### config.mk
export PLATFORM = sky130hd
export DESIGN_NAME = mem_dma_engine
export DESIGN_NICKNAME = d
export VERILOG_FILES = /design/src/rtl/mem_pkg.sv /design/src/rtl/mem_dma_engine.sv
export SDC_FILE = /design/constraint.sdc
export NUM_CORES = 1
export LEC_CHECK = 0
export CAP_MARGIN = 20
export CORE_UTILIZATION = 44
export CTS_CLUSTER_SIZE = 30
export DETAILED_ROUTE_END_ITERATION = 16
export PLACE_DENSITY = 0.74
export RECOVER_POWER = 25
export SYNTH_ARGS = -nofsm -noshare
export SYNTH_HDL_FRONTEND = slang
export SYNTH_SLANG_ARGS = --single-unit
### constraint.sdc
create_clock -name clk -period 1.93 [get_ports clk]
set_input_delay 0.2895 -clock clk [delete_from_list [all_inputs] [get_ports clk]]
set_output_delay 0.2895 -clock clk [all_outputs]
set_load 0.02 [all_outputs]
### src/rtl/mem_pkg.sv
// Shared definitions for the data-memory port: widths and the DMA engine's
// state and mode encodings, also used by the memory port mux.
package mem_pkg;

  localparam int ADDR_W = 10;
  localparam int DATA_W = 16;

  typedef enum logic [1:0] {
    IDLE  = 2'd0,
    READ  = 2'd1,
    WRITE = 2'd2,
    DONE  = 2'd3
  } dma_state_t;

  typedef enum logic {
    COPY = 1'b0,
    FILL = 1'b1
  } dma_mode_t;

endpackage

### src/rtl/mem_dma_engine.sv
// Single-channel block copy/fill initiator for the 1Kx16 data memory port.
// Owns mem_addr/mem_we/mem_wdata while busy; pulses done for one cycle at the end.
module mem_dma_engine #(
  parameter int ADDR_W = mem_pkg::ADDR_W,
  parameter int DATA_W = mem_pkg::DATA_W,
  parameter int LEN_W  = ADDR_W + 1
) (
  input  logic              clk,
  input  logic              reset,
  input  logic              start,
  input  logic              mode,
  input  logic [ADDR_W-1:0] src_addr,
  input  logic [ADDR_W-1:0] dst_addr,
  input  logic [LEN_W-1:0]  len,
  input  logic [DATA_W-1:0] pattern,
  output logic              busy,
  output logic              done,
  output logic [ADDR_W-1:0] mem_addr,
  output logic              mem_we,
  output logic [DATA_W-1:0] mem_wdata,
  input  logic [DATA_W-1:0] mem_rdata,
  output logic [1:0]        o_dbg_state
);
  import mem_pkg::*;

  // Handshake: start is a single-cycle request honoured only in IDLE; there is
  // no back-pressure, done is a one-cycle pulse the cycle before IDLE returns.

  dma_state_t        r_state;
  dma_state_t        w_next;
  dma_mode_t         r_mode;
  logic [ADDR_W-1:0] r_src_ptr;
  logic [ADDR_W-1:0] r_dst_ptr;
  logic [LEN_W-1:0]  r_remaining;
  logic [DATA_W-1:0] r_data;
  logic [DATA_W-1:0] r_pattern;

  always_comb begin
    w_next = r_state;
    case (r_state)
      IDLE: begin
        if (start) begin
          if (len == '0)                     w_next = DONE;
          else if (dma_mode_t'(mode) == FILL) w_next = WRITE;
          else                               w_next = READ;
        end
      end
      READ:  w_next = WRITE;
      WRITE: begin
        if (r_remaining == LEN_W'(1)) w_next = DONE;
        else if (r_mode == FILL)      w_next = WRITE;
        else                          w_next = READ;
      end
      DONE:    w_next = IDLE;
      default: w_next = IDLE;
    endcase
  end

  // Outputs decode only registered state and pointers, so mem_we cannot glitch.
  always_comb begin
    busy      = 1'b0;
    done      = 1'b0;
    mem_addr  = '0;
    mem_we    = 1'b0;
    mem_wdata = '0;
    case (r_state)
      READ: begin
        busy     = 1'b1;
        mem_addr = r_src_ptr;
      end
      WRITE: begin
        busy      = 1'b1;
        mem_addr  = r_dst_ptr;
        mem_we    = 1'b1;
        mem_wdata = (r_mode == FILL) ? r_pattern : r_data;
      end
      DONE:    done = 1'b1;
      default: ;
    endcase
  end

  assign o_dbg_state = r_state;

  always_ff @(posedge clk or posedge reset) begin
    if (reset) begin
      r_state     <= IDLE;
      r_mode      <= COPY;
      r_src_ptr   <= '0;
      r_dst_ptr   <= '0;
      r_remaining <= '0;
      r_data      <= '0;
      r_pattern   <= '0;
    end else begin
      r_state <= w_next;
      case (r_state)
        IDLE: begin
          if (start) begin
            r_mode      <= dma_mode_t'(mode);
            r_src_ptr   <= src_addr;
            r_dst_ptr   <= dst_addr;
            r_remaining <= len;
            r_pattern   <= pattern;
          end
        end
        READ: begin
          r_data    <= mem_rdata;
          r_src_ptr <= r_src_ptr + ADDR_W'(1);
        end
        WRITE: begin
          // Pointers wrap modulo 2^ADDR_W by plain overflow.
          r_dst_ptr   <= r_dst_ptr + ADDR_W'(1);
          r_remaining <= r_remaining - LEN_W'(1);
        end
        default: ;
      endcase
    end
  end

endmodule
Word level (Yosys, flattened, before mapping)
Index checks and enable logic that the tools add are counted.

operators by class
  $add $sub $neg = 3
  eq/ne operators = 5
  muxes and demuxes = 18
  reduce and logical (&&, ||, !) cells = 8

operators by type and width
  operator               count
  $pmux 10 s2            3
  $mux 16                2
  $pmux 11 s2            1
  $add 10x1->10 const B  2
  $mux 10                2
  $eq 11x1->1 const B    1
  $logic_not 11->1       1
  $mux 11                1
  $sub 11x1->11 const B  1
  $mux 2                 5
  $pmux 2 s4             1
  $reduce_and 2->1       3
  $eq 2x2->1 const B     2
  $reduce_bool 2->1      2
  $mux 1                 3
  $eq 2x1->1 const B     1
  $logic_not 2->1        1
  $ne 2x2->1 const B     1
  $reduce_or 2->1        1

storage, ports and cells
  bits in registers = 66
  input bits = 67
  output and inout port bits = 31
  word-level logic and storage cells = 41

Longest topological paths before layout
  depth in word-level cells = 4
  gate-level depth with buffers = 8

Worst setup path after synthesis
OpenSTA, ideal clock, no wires.

  path type = flip-flop to output port
  from = reg r_state[0] (netlist: o_dbg_state[0])
  to = out mem_addr[4]
  arrival = 2.252 ns
  required time = 1.640 ns
  setup slack = -0.611 ns
  cell stages (with the launch flop) = 8
  path buffers = 3
  path through = dfrtp_1 -> inv_1 -> ha_1 -> clkbuf_1 -> clkbuf_1 -> buf_1 -> nand2_1 -> a21boi_0

between the ends
  longest elaborated chain between the ends = 2
  elaborated cells between the ends (all ways) = 3
  those cells by class = 2 x eq/ne; 1 x mux

RTL lines
  what                                      line                  RTL
  start, declared                           mem_dma_engine.sv:29  dma_state_t r_state;
  start signal, assigned                    mem_dma_engine.sv:94  r_state <= w_next;
  $eq 2x2->1 or $eq 2x1->1 (tied branches)  mem_dma_engine.sv:66  case (r_state)
  $pmux 10 s2 *                             mem_dma_engine.sv:66
  end, declared                             mem_dma_engine.sv:18  output logic [ADDR_W-1:0] mem_addr,

Every way passes the cells marked *; elsewhere a longest branch is shown, timed or not.

Worst setup path after layout
  from = reg r_state[1] (netlist: o_dbg_state[1])
  to = out mem_addr[1]

The elaborated chain is that of the path after synthesis.

==> impl_metrics.json <==
{
  "outcome": "finished with violations",
  "violations": "negative setup slack",
  "fmax_ghz": 0.517,
  "drive_above_1_share_pct": 33.2,
  "synth_mux_area_share_pct": 16.3,
  "hold_violations": 0,
  "cp-start-kind": "flop",
  "synthArstFlopShare_pct": 100,
  "tightest_slew_ns": 0.908,
  "cp_max_fo": 13,
  "first_pass_iters": 5,
  "routedWlPerCell_um": 17.3,
  "clockBufferDepth": 2,
  "die_w_um": 93.5,
  "power.density_mw_per_mm2": 1800,
  "cp.arrival_ns": 1.64,
  "yosysTopAreaCellShare_pct": 44.9,
  "yosysTopAreaCell": "dfrtp_1",
  "vias_per_cell": 5.76,
  "ir_worst_vdd_mv": 1.01,
  "grt_overflow": 0,
  "synth_top_flop_cell": "dfrtp_1",
  "finalPower_mw": 9.93,
  "finClkSkew_ns": 0.0104,
  "grt_pass1_wl_mm": 17.3,
  "num_vias": 3537,
  "netlist_area_sq_mm": 0.00368,
  "initial_core_util_pct": 46.4,
  "yosys-top-cells-count": "66 x dfrtp_1, 42 x a21oi_1, 33 x mux2_2",
  "ys_seq_area_share_pct": 44.9,
  "dp_hpwl_mm": 7.23,
  "rows": 32,
  "synthMostInstantiatedCell": "dfrtp_1",
  "port_buffers": 97,
  "gr-usage-all-layers_pct": 25.7,
  "cts.clk_slew.worst_paths_ns": 0.08,
  "synthTopCellsByArea": "dfrtp_1 45%, mux2_2 10%, mux2i_1 6.3%",
  "cellLeakagePower_nw": 2.27,
  "design.final.nets": 583,
  "h-tree-depth": 3,
  "critical_path_class": "reg2out",
  "fin_crit_ns": 1.93,
  "critPathCaptureType": "primary output",
  "drc": 0,
  "synth_compound_area_share_pct": 18.7,
  "synth_warnings": 0,
  "fin_setup_tns_ns": -0.00243,
  "postCtsHoldBufs": 0,
  "avgSynthCellArea_sq_um": 9.79,
  "die-area_sq_mm": 0.00874,
  "min_path_type": "reg2reg",
  "syn-num-nets": 451,
  "worstSkewPairLatency_ns": 0.35,
  "synth_edf_count": 0,
  "grt_pass1_vias": 3561,
  "setup_viol": 1,
  "wirelength_mm": 10.6,
  "diodes": 0,
  "cts.sinks": 66,
  "gp_congestion": 0.916,
  "core_sq_mm": 0.00793,
  "synth_top_family_by_area": "compound AO/OA/AOI/OAI gates",
  "io_pins": 98,
  "rsz0062_at_grt": "true",
  "yosysUniqueCellTypes": 46,
  "synth_cells": 376,
  "cts-root-buf": "clkbuf_8",
  "worst_slack_ns": -0.00243,
  "max_slew_margin_pct": 39.5,
  "maxSlewViolCount": 0,
  "tritoncts": "built",
  "ant_nets": 0,
  "fin_crit_sh_pct": 100,
  "cp.required_ns": 1.64,
  "synthAdderAreaFrac_pct": 2.72,
  "die_y_um": 93.5,
  "dr.first_iter.drc_count": 171,
  "cts_buffers": 9,
  "ys_ff_latch": 66,
  "antenna_found_initial": 0,
  "synth-simple-area-share_pct": 13.9,
  "num-fill-cells": 590,
  "area_growth_syn_to_layout_pct": 49.8,
  "grt_start_max_net_pins": 67,
  "maxCapViolCount": 0,
  "synth_xor_area_share_pct": 0
}
==> kinds of logic after synthesis <==
group           Yosys count
simple gates            106
compound gates          108
flops                    66
fa+ha+maj                 8
buf+inv                  32
mux                      56
==> sequential cells by signal (all words and copies together), names as in the netlist <==
signal,flops
r_data,16
r_pattern,16
r_remaining,11
r_dst_ptr,10
r_src_ptr,10
o_dbg_state,2
r_mode,1
==> placed cells by master, fill, tap and decap left out, types with 4 or more instances in the layout <==
cell / netlist / layout
dfrtp_1: 66 / 66
o22ai_1: 9 / 9
inv_2: 0 / 4
nand2_1: 32 / 31
clkdlybuf4s50_1: 0 / 67
a21boi_4: 0 / 4
buf_12: 0 / 7
mux2i_1: 23 / 21
nand3_1: 15 / 15
buf_2: 2 / 19
ha_1: 8 / 4
nand4_1: 5 / 5
a21oi_1: 42 / 42
o22a_1: 4 / 4
mux2_2: 33 / 33
clkbuf_8: 0 / 9
o21ai_0: 20 / 20
nor2_1: 28 / 18
nor2_4: 0 / 10
buf_6: 0 / 6
ha_4: 0 / 4
buf_4: 1 / 39
o32ai_1: 5 / 5
==> through the flow <==
stage	std cells	utilization, %	hold WS (ns)	cell area, sq um	setup WS, ns
5_1_grt	614	69.6	0.533	5510	-0.0592
6_report	614	69.6	0.506	5510	-0.00243
2_1_floorplan	376	-	0.434	3850	-0.0392
3_5_place_dp	593	66.0	0.496	5230	-0.141
3_3_place_gp	593	66.0	0.488	5230	-0.0816
4_1_cts	614	70.2	0.392	5570	-0.0408
==> power by group <==
group / leakage [nW] / internal (mW) / switching [mW]
Sequential: 0.763 / 2.10 / 0.654
Combinational: 1.41 / 2.90 / 2.97
Clock: 0.102 / 0.724 / 0.575
Total: 2.27 / 5.73 / 4.20
==> metal layers <==
layer  global-route usage, %  routed length, um  vias up
met5                       0                  0        -
met2                    42.3               5080      167
li1                        -                  -     1646
met1                    31.9               4330     1692
met4                    11.9                335        0
met3                    5.93                864       32
==> final timing paths <==
| kind | from | to | slack (ns) | depth (start not counted) |
|---|---|---|---|---|
| min in group asynchronous | reset | r_remaining[4] | 0.75 | 3 |
| min | r_pattern[11] | r_pattern[11] | 0.51 | 1 |
| max in group asynchronous | reset | o_dbg_state[0] | 0.61 | 3 |
| max reg2reg | r_remaining[0] | r_remaining[8] | 0.01 | 6 |
| min reg2reg | r_pattern[11] | r_pattern[11] | 0.51 | 1 |
| max | o_dbg_state[1] | mem_addr[1] | -0.002 | 6 |
==> timing repair <==
| action | CTS | global route |
|---|---|---|
| cloned | 1 | 0 |
| hold endpoints to repair | 0 | 0 |
| resized for setup | 107 | 37 |
| buffers inserted | 5 | 0 |
| pin swaps | 3 | 3 |
| setup endpoints to repair | 37 | 38 |
==> critical path, stage by stage, from the launching register on <==
cell     delay (ns)
dfrtp_1        0.41
buf_6          0.13
ha_4           0.17
buf_12         0.15
a22oi_2        0.23
nor2b_2        0.07
buf_6          0.13
==> final cells by class <==
type                    instances  area (sq um)  share of cell area, %
clock inverters                 6          92.6                   1.68
inverters                       9          40.0                  0.726
multi-input cells             278          2140                   38.9
clock buffers                   9           124                   2.25
well taps                     102           128                   2.31
flip-flops and latches         66          1650                   30.0
repair buffers                144          1330                   24.2
(Power assumes the default switching activity.)
